--- src/rtl/multicycle_control_if.sv ---
// Controller <-> datapath bundle: instruction fields in, enables/selects and debug state out.
interface multicycle_control_if;
    logic [1:0] op;
    logic [5:0] funct;
    logic       branch;
    logic       next_pc;
    logic       ir_w;
    logic       reg_w;
    logic       mem_w;
    logic       adr_src;
    logic       alu_src_a;
    logic [1:0] alu_src_b;
    logic [1:0] result_src;
    logic       alu_op;
    logic [1:0] imm_src;
    logic [1:0] reg_src;
    logic       illegal;
    logic [3:0] state;

    modport master (
        input  op, funct,
        output branch, next_pc, ir_w, reg_w, mem_w, adr_src, alu_src_a,
               alu_src_b, result_src, alu_op, imm_src, reg_src, illegal, state
    );

    modport slave (
        output op, funct,
        input  branch, next_pc, ir_w, reg_w, mem_w, adr_src, alu_src_a,
               alu_src_b, result_src, alu_op, imm_src, reg_src, illegal, state
    );
endinterface

--- src/rtl/multicycle_control_fsm.sv ---
// Moore main controller for the multicycle processor: sequences fetch/decode/execute/
// memory/writeback, with a parametrised memory wait count and illegal-op detection.
module multicycle_control_fsm #(
    parameter int MEM_WAIT = 0,
    parameter int CNT_W    = 4
) (
    input logic                  clk,
    input logic                  rst_n,
    multicycle_control_if.master bus
);

    typedef enum logic [3:0] {
        S_START    = 4'd0,
        S_FETCH    = 4'd1,
        S_DECODE   = 4'd2,
        S_MEMADR   = 4'd3,
        S_MEMREAD  = 4'd4,
        S_MEMWB    = 4'd5,
        S_MEMWRITE = 4'd6,
        S_EXECR    = 4'd7,
        S_EXECI    = 4'd8,
        S_ALUWB    = 4'd9,
        S_BRANCH   = 4'd10
    } state_t;

    localparam logic [CNT_W-1:0] WAIT_LAST = CNT_W'(MEM_WAIT);

    state_t           state_q, state_d;
    logic [CNT_W-1:0] cnt_q, cnt_d;
    logic             illegal_q, illegal_d;
    logic             wait_done;
    logic             wait_state;

    assign wait_done  = (cnt_q == WAIT_LAST);
    assign wait_state = (state_q == S_FETCH) || (state_q == S_MEMREAD) ||
                        (state_q == S_MEMWRITE);

    // NOTE: sequential state uses non-blocking assignments so every flop samples
    // the pre-edge values regardless of process ordering.
    always_ff @(posedge clk or negedge rst_n) begin
        if (!rst_n) begin
            state_q   <= S_START;
            cnt_q     <= '0;
            illegal_q <= 1'b0;
        end else begin
            state_q   <= state_d;
            cnt_q     <= cnt_d;
            illegal_q <= illegal_d;
        end
    end

    // NOTE: every variable gets a default before the case so no path infers a latch.
    always_comb begin
        state_d   = state_q;
        illegal_d = 1'b0;
        case (state_q)
            S_START:    state_d = S_FETCH;
            S_FETCH:    if (wait_done) state_d = S_DECODE;
            S_DECODE: begin
                case (bus.op)
                    2'b00:   state_d = bus.funct[5] ? S_EXECI : S_EXECR;
                    2'b01:   state_d = S_MEMADR;
                    2'b10:   state_d = S_BRANCH;
                    default: begin
                        state_d   = S_FETCH;
                        illegal_d = 1'b1;
                    end
                endcase
            end
            S_MEMADR:   state_d = bus.funct[0] ? S_MEMREAD : S_MEMWRITE;
            S_MEMREAD:  if (wait_done) state_d = S_MEMWB;
            S_MEMWB:    state_d = S_FETCH;
            S_MEMWRITE: if (wait_done) state_d = S_FETCH;
            S_EXECR:    state_d = S_ALUWB;
            S_EXECI:    state_d = S_ALUWB;
            S_ALUWB:    state_d = S_FETCH;
            S_BRANCH:   state_d = S_FETCH;
            default:    state_d = S_START;
        endcase

        // Counter saturates at MEM_WAIT and restarts on any state change.
        if (state_d != state_q)
            cnt_d = '0;
        else if (wait_state && (cnt_q < WAIT_LAST))
            cnt_d = cnt_q + 1'b1;
        else
            cnt_d = cnt_q;
    end

    always_comb begin
        bus.branch     = 1'b0;
        bus.next_pc    = 1'b0;
        bus.ir_w       = 1'b0;
        bus.reg_w      = 1'b0;
        bus.mem_w      = 1'b0;
        bus.adr_src    = 1'b0;
        bus.alu_src_a  = 1'b0;
        bus.alu_src_b  = 2'b00;
        bus.result_src = 2'b00;
        bus.alu_op     = 1'b0;
        case (state_q)
            S_FETCH: begin
                bus.alu_src_a  = 1'b1;
                bus.alu_src_b  = 2'b10;
                bus.result_src = 2'b10;
                bus.ir_w       = wait_done;
                bus.next_pc    = wait_done;
            end
            S_DECODE: begin
                bus.alu_src_a  = 1'b1;
                bus.alu_src_b  = 2'b10;
                bus.result_src = 2'b10;
            end
            S_MEMADR:   bus.alu_src_b = 2'b01;
            S_MEMREAD:  bus.adr_src   = 1'b1;
            S_MEMWB: begin
                bus.result_src = 2'b01;
                bus.reg_w      = 1'b1;
            end
            S_MEMWRITE: begin
                bus.adr_src = 1'b1;
                bus.mem_w   = wait_done;
            end
            S_EXECR:    bus.alu_op = 1'b1;
            S_EXECI: begin
                bus.alu_src_b = 2'b01;
                bus.alu_op    = 1'b1;
            end
            S_ALUWB:    bus.reg_w = 1'b1;
            S_BRANCH: begin
                bus.alu_src_b  = 2'b01;
                bus.result_src = 2'b10;
                bus.branch     = 1'b1;
            end
            default: ;
        endcase
    end

    assign bus.imm_src = bus.op;
    assign bus.reg_src = {bus.op == 2'b01, bus.op == 2'b10};
    assign bus.illegal = illegal_q;
    assign bus.state   = state_q;

endmodule

--- src/flat_wrapper.sv ---
// flat-port wrapper written by rule: the top's interface ports become plain ports
module multicycle_control_fsm_flat 
#(
    parameter int MEM_WAIT = 0,
    parameter int CNT_W    = 4
)
  (clk, rst_n, bus_op, bus_funct, bus_branch, bus_next_pc, bus_ir_w, bus_reg_w, bus_mem_w, bus_adr_src, bus_alu_src_a, bus_alu_src_b, bus_result_src, bus_alu_op, bus_imm_src, bus_reg_src, bus_illegal, bus_state);
  multicycle_control_if bus_i ();
  input logic clk;
  input logic rst_n;
  input wire logic [$bits(bus_i.op)-1:0] bus_op;
  input wire logic [$bits(bus_i.funct)-1:0] bus_funct;
  output wire logic [$bits(bus_i.branch)-1:0] bus_branch;
  output wire logic [$bits(bus_i.next_pc)-1:0] bus_next_pc;
  output wire logic [$bits(bus_i.ir_w)-1:0] bus_ir_w;
  output wire logic [$bits(bus_i.reg_w)-1:0] bus_reg_w;
  output wire logic [$bits(bus_i.mem_w)-1:0] bus_mem_w;
  output wire logic [$bits(bus_i.adr_src)-1:0] bus_adr_src;
  output wire logic [$bits(bus_i.alu_src_a)-1:0] bus_alu_src_a;
  output wire logic [$bits(bus_i.alu_src_b)-1:0] bus_alu_src_b;
  output wire logic [$bits(bus_i.result_src)-1:0] bus_result_src;
  output wire logic [$bits(bus_i.alu_op)-1:0] bus_alu_op;
  output wire logic [$bits(bus_i.imm_src)-1:0] bus_imm_src;
  output wire logic [$bits(bus_i.reg_src)-1:0] bus_reg_src;
  output wire logic [$bits(bus_i.illegal)-1:0] bus_illegal;
  output wire logic [$bits(bus_i.state)-1:0] bus_state;
  assign bus_i.op = bus_op;
  assign bus_i.funct = bus_funct;
  assign bus_branch = bus_i.branch;
  assign bus_next_pc = bus_i.next_pc;
  assign bus_ir_w = bus_i.ir_w;
  assign bus_reg_w = bus_i.reg_w;
  assign bus_mem_w = bus_i.mem_w;
  assign bus_adr_src = bus_i.adr_src;
  assign bus_alu_src_a = bus_i.alu_src_a;
  assign bus_alu_src_b = bus_i.alu_src_b;
  assign bus_result_src = bus_i.result_src;
  assign bus_alu_op = bus_i.alu_op;
  assign bus_imm_src = bus_i.imm_src;
  assign bus_reg_src = bus_i.reg_src;
  assign bus_illegal = bus_i.illegal;
  assign bus_state = bus_i.state;
  multicycle_control_fsm #(.MEM_WAIT(MEM_WAIT), .CNT_W(CNT_W)) u_core (.clk(clk), .rst_n(rst_n), .bus(bus_i));
endmodule
--- config.mk ---
export PLATFORM = sky130hd
export DESIGN_NAME = multicycle_control_fsm_flat
export DESIGN_NICKNAME = d
export VERILOG_FILES = /design/src/rtl/multicycle_control_if.sv /design/src/rtl/multicycle_control_fsm.sv /design/src/flat_wrapper.sv
export SDC_FILE = /design/constraint.sdc
export NUM_CORES = 1
export LEC_CHECK = 0
export ABC_AREA = 1
export BUFFER_PORTS_ARGS = -buffer_cell sky130_fd_sc_hd__buf_2
export CAP_MARGIN = 15
export CORE_UTILIZATION = 30
export CTS_CLUSTER_SIZE = 28
export DETAILED_ROUTE_END_ITERATION = 7
export PLACE_DENSITY_LB_ADDON = 0.1
export SYNTH_ARGS = -nofsm -noshare
export SYNTH_HDL_FRONTEND = slang
export SYNTH_SLANG_ARGS = --single-unit
--- constraint.sdc ---
create_clock -name clk -period 1 [get_ports clk]
set_input_delay 0.2 -clock clk [delete_from_list [all_inputs] [get_ports clk]]
set_output_delay 0.2 -clock clk [all_outputs]
set_load 0.02 [all_outputs]
==> metrics.md <==
| Metric | Value |
|---|---|
| Status | complete, but fails checks |
| Failing checks | setup timing |
| Worst Skew | 2.132 ps |
| Vias per cell | 4.453 |
| Register area | 130.1 µm² |
| Syn_nets | 92 |
| Mean Syn Cell Area | 6.370 µm² |
| Worst Setup Path Type | reg -> out |
| All-layer global routing usage | 0.1834 |
| Min cycle time layout | 1452 ps |
| RePlAce Congestion | 0.8167 |
| Syn Std Cell Area | 490.5 µm² |
| Synth warnings | 0 |
| Starting density of the core | 0.3218 |
| Startpoint Class | register |
| I/O pins | 31 |
| Max Cap Viol | 0 |
| Crit path max fanout | 5 |
| Reg power frac | 0.120 |
| Post-synthesis sequential area ratio | 0.2551 |
| Clk network pwr share | 0.066 |
| Slew @ Worst Pin | 191.2 ps |
| Worst Path Arrival | 1250 ps |
| Gate power share | 0.814 |
| Worst hold path type | in -> reg |
| Starting DRT DRC Count | 18 |
| Global-route wire length before repair | 2380 µm |
| Number of remaining DRC errors | 0 |
| Worst path max stage delay | 450 ps |
| Most common cell in the netlist | inv_1 |
| Slew Viols, Final | 0 |
| NetSw | 0.001704 W |
| Tcrit/Tclk final | 1.452 |
| Area of the multi-input gates | 360.3 µm² |
| Cell taking the most area after synthesis | dfrtp_1 |
| Layout Nets | 148 |
| Port bufs | 26 |
| Pin count of the biggest net entering global routing | 6 |
| Clock slew at reported path FFs | 40 ps |
| Share of the synthesized area in the top cell type | 0.2551 |
| Final setup TNS | -6790 ps |
| Final total power | 0.003616 W |
| Die area | 0.001801 mm² |
| Clock tree sinks | 5 |
| Die X | 42.44 µm |
| Slew HR | 0.8721 |
| Clk buf depth | 2 |
| Sw Share | 0.4712 |
| Peak Freq | 0.6885 GHz |
| Static leakage | 0.6061 nW |
| Core Area | 0.001524 mm² |
| Critical Path End Type | output pin |
| Pint | 0.001912 W |
| Htree depth | 1 |
| Post-synth EDFFs | 0 |
| Total CTS buffers | 3 |
| Unrepaired setup endpoints after global routing | true |
| DP Worst Slack | -252.4 ps |
| Fraction of layout cells with a size suffix above 1 | 0.6894 |
| Most instantiated cells after synthesis | 19 x inv_1, 17 x nand2_1, 11 x nor2_1 |
| Routed WL per cell | 10.65 µm |
| Detail Placement HPWL | 945.3 µm |
| CP Cell Sequence | nand2_1 > buf_4 > o22ai_2 > buf_6 |
| Worst EP required | 800 ps |
| Hold Violations, Final | 0 |
| Via Count | 659 |
| Later-pin clock latency in the skew report | 250 ps |
| DRT Wirelength | 1576 µm |
| Initial antenna violation count | 0 |
| Worst-case hold slack | 215.2 ps |
| Predominant post-synthesis flop cell | dfrtp_1 |
| Vias in the first global route | 578 |
| Die Y | 42.44 µm |
| Synth async-reset ratio | 1.000 |
| Grt total ovfl | 0 |
| # diodes | 0 |
| Synth Register Bits | 5 |
| Slowest cell on the critical path | dfrtp_2 |
| Post-synthesis instance total | 77 |
| Final ANT Viol Nets | 0 |
| Final setup fails | 21 |
| PD cells | 3341 mW/mm² |
| CTS tree | built |
| Worst Slack Setup Final | -452.4 ps |
| Final core occ | 0.7102 |
| Synth cell types | 16 |
| Syn-to-layout area delta | 120.7% |
| Peak VDD IR | 1.853 mV |
| Largest cells by area after synthesis | dfrtp_1 26%, inv_1 15%, nand2_1 13% |
| DRT Pass-1 Iters | 4 |
| Fillers | 132 |
| Root Driver | clkbuf_4 |
| # rows | 14 |
[state kept, by name, summed over array words and instances, names as in the netlist]
name and cells:
u_core.bus.illegal 1, u_core.bus.state 4
[final timing paths]
check	startpoint	depth (start not counted)	slack (ps)	to
setup / recovery	u_core.bus.state[1]$_DFF_PN0_	4	-450	bus_alu_src_b[0]
setup reg to reg	u_core.bus.state[2]$_DFF_PN0_	7	-210	u_core.bus.state[2]$_DFF_PN0_
min in group asynchronous	rst_n	2	300	u_core.bus.state[2]$_DFF_PN0_
hold reg to reg	u_core.bus.state[3]$_DFF_PN0_	5	820	u_core.bus.state[1]$_DFF_PN0_
hold / removal	bus_funct[0]	4	220	u_core.bus.state[1]$_DFF_PN0_
max in group asynchronous	rst_n	2	560	u_core.bus.state[0]$_DFF_PN0_
[stage by stage]
stage / instances / area [µm²]
after floorplan: 77 / 546.8
after global placement: 133 / 798.3
after detailed placement: 133 / 798.3
after CTS: 143 / 993.5
after global routing: 148 / 1082
final: 148 / 1082
[layout by cell type (no fill, tap or decap), types with 3 or more instances in the layout]
cell type | netlist | routed
buf_4 | 3 | 23
buf_6 | 0 | 20
nand2_1 | 17 | 11
inv_1 | 19 | 10
buf_2 | 0 | 10
nor2_1 | 11 | 6
inv_2 | 1 | 6
ha_1 | 5 | 5
nor2_4 | 1 | 4
nand2_4 | 1 | 4
nand2_2 | 1 | 4
dfrtp_2 | 0 | 4
inv_4 | 0 | 3
nand3_1 | 5 | 3
clkbuf_4 | 0 | 3
[critical path: cells and delay by family (launching register included)]
family                 cells  cell delay (ps)
and+or+nand+nor            1              110
AOI/OAI and AO/OA          1              160
DFF                        1              450
buffers and inverters      2              280
[power groups by stage]
stage,sequential [W],combinational (W),clock (W)
5_1_grt,0.000443,0.00314,0.000246
4_1_cts,0.000417,0.00264,0.000248
2_1_floorplan,0.000498,0.00119,0
3_5_place_dp,0.000398,0.00200,0
3_3_place_gp,0.000396,0.00199,0
6_report,0.000433,0.00294,0.000240
[cell families (layout without fill, tap and decap cells)]
family | count (synthesis) | in the layout | synth area share
AOI/OAI and AO/OA | 7 | 7 | 0.08164
and+or+nand+nor | 37 | 37 | 0.3367
buffers and inverters | 23 | 78 | 0.1990
adders and majority gates | 5 | 5 | 0.1276
DFF | 5 | 5 | 0.2551
[routing by layer]
layer  GRT usage  part of all wire  vias up
li1            -                 -      339
met2      0.3323              0.60       25
met4      0.1438             0.019        0
met5           0                 0        -
met3     0.03017             0.039        3
met1      0.1809              0.34      292
[timing repair]
action / CTS / global route
hold buffers: 1 / 0
setup buffers: 6 / 6
resized for setup: 38 / 17
endpoints found under the setup margin: 21 / 22
endpoints found under the hold margin: 5 / 0
pin swaps: 4 / 3
[area by class of cell]
cell class,count,area share
Clock buffer,4,0.02428
Inverter,20,0.08092
Multi-Input combinational cell,49,0.3329
Sequential cell,5,0.1202
Tap cell,16,0.01850
Timing Repair Buffer,54,0.4231
Power figures use the tool's default switching activity.
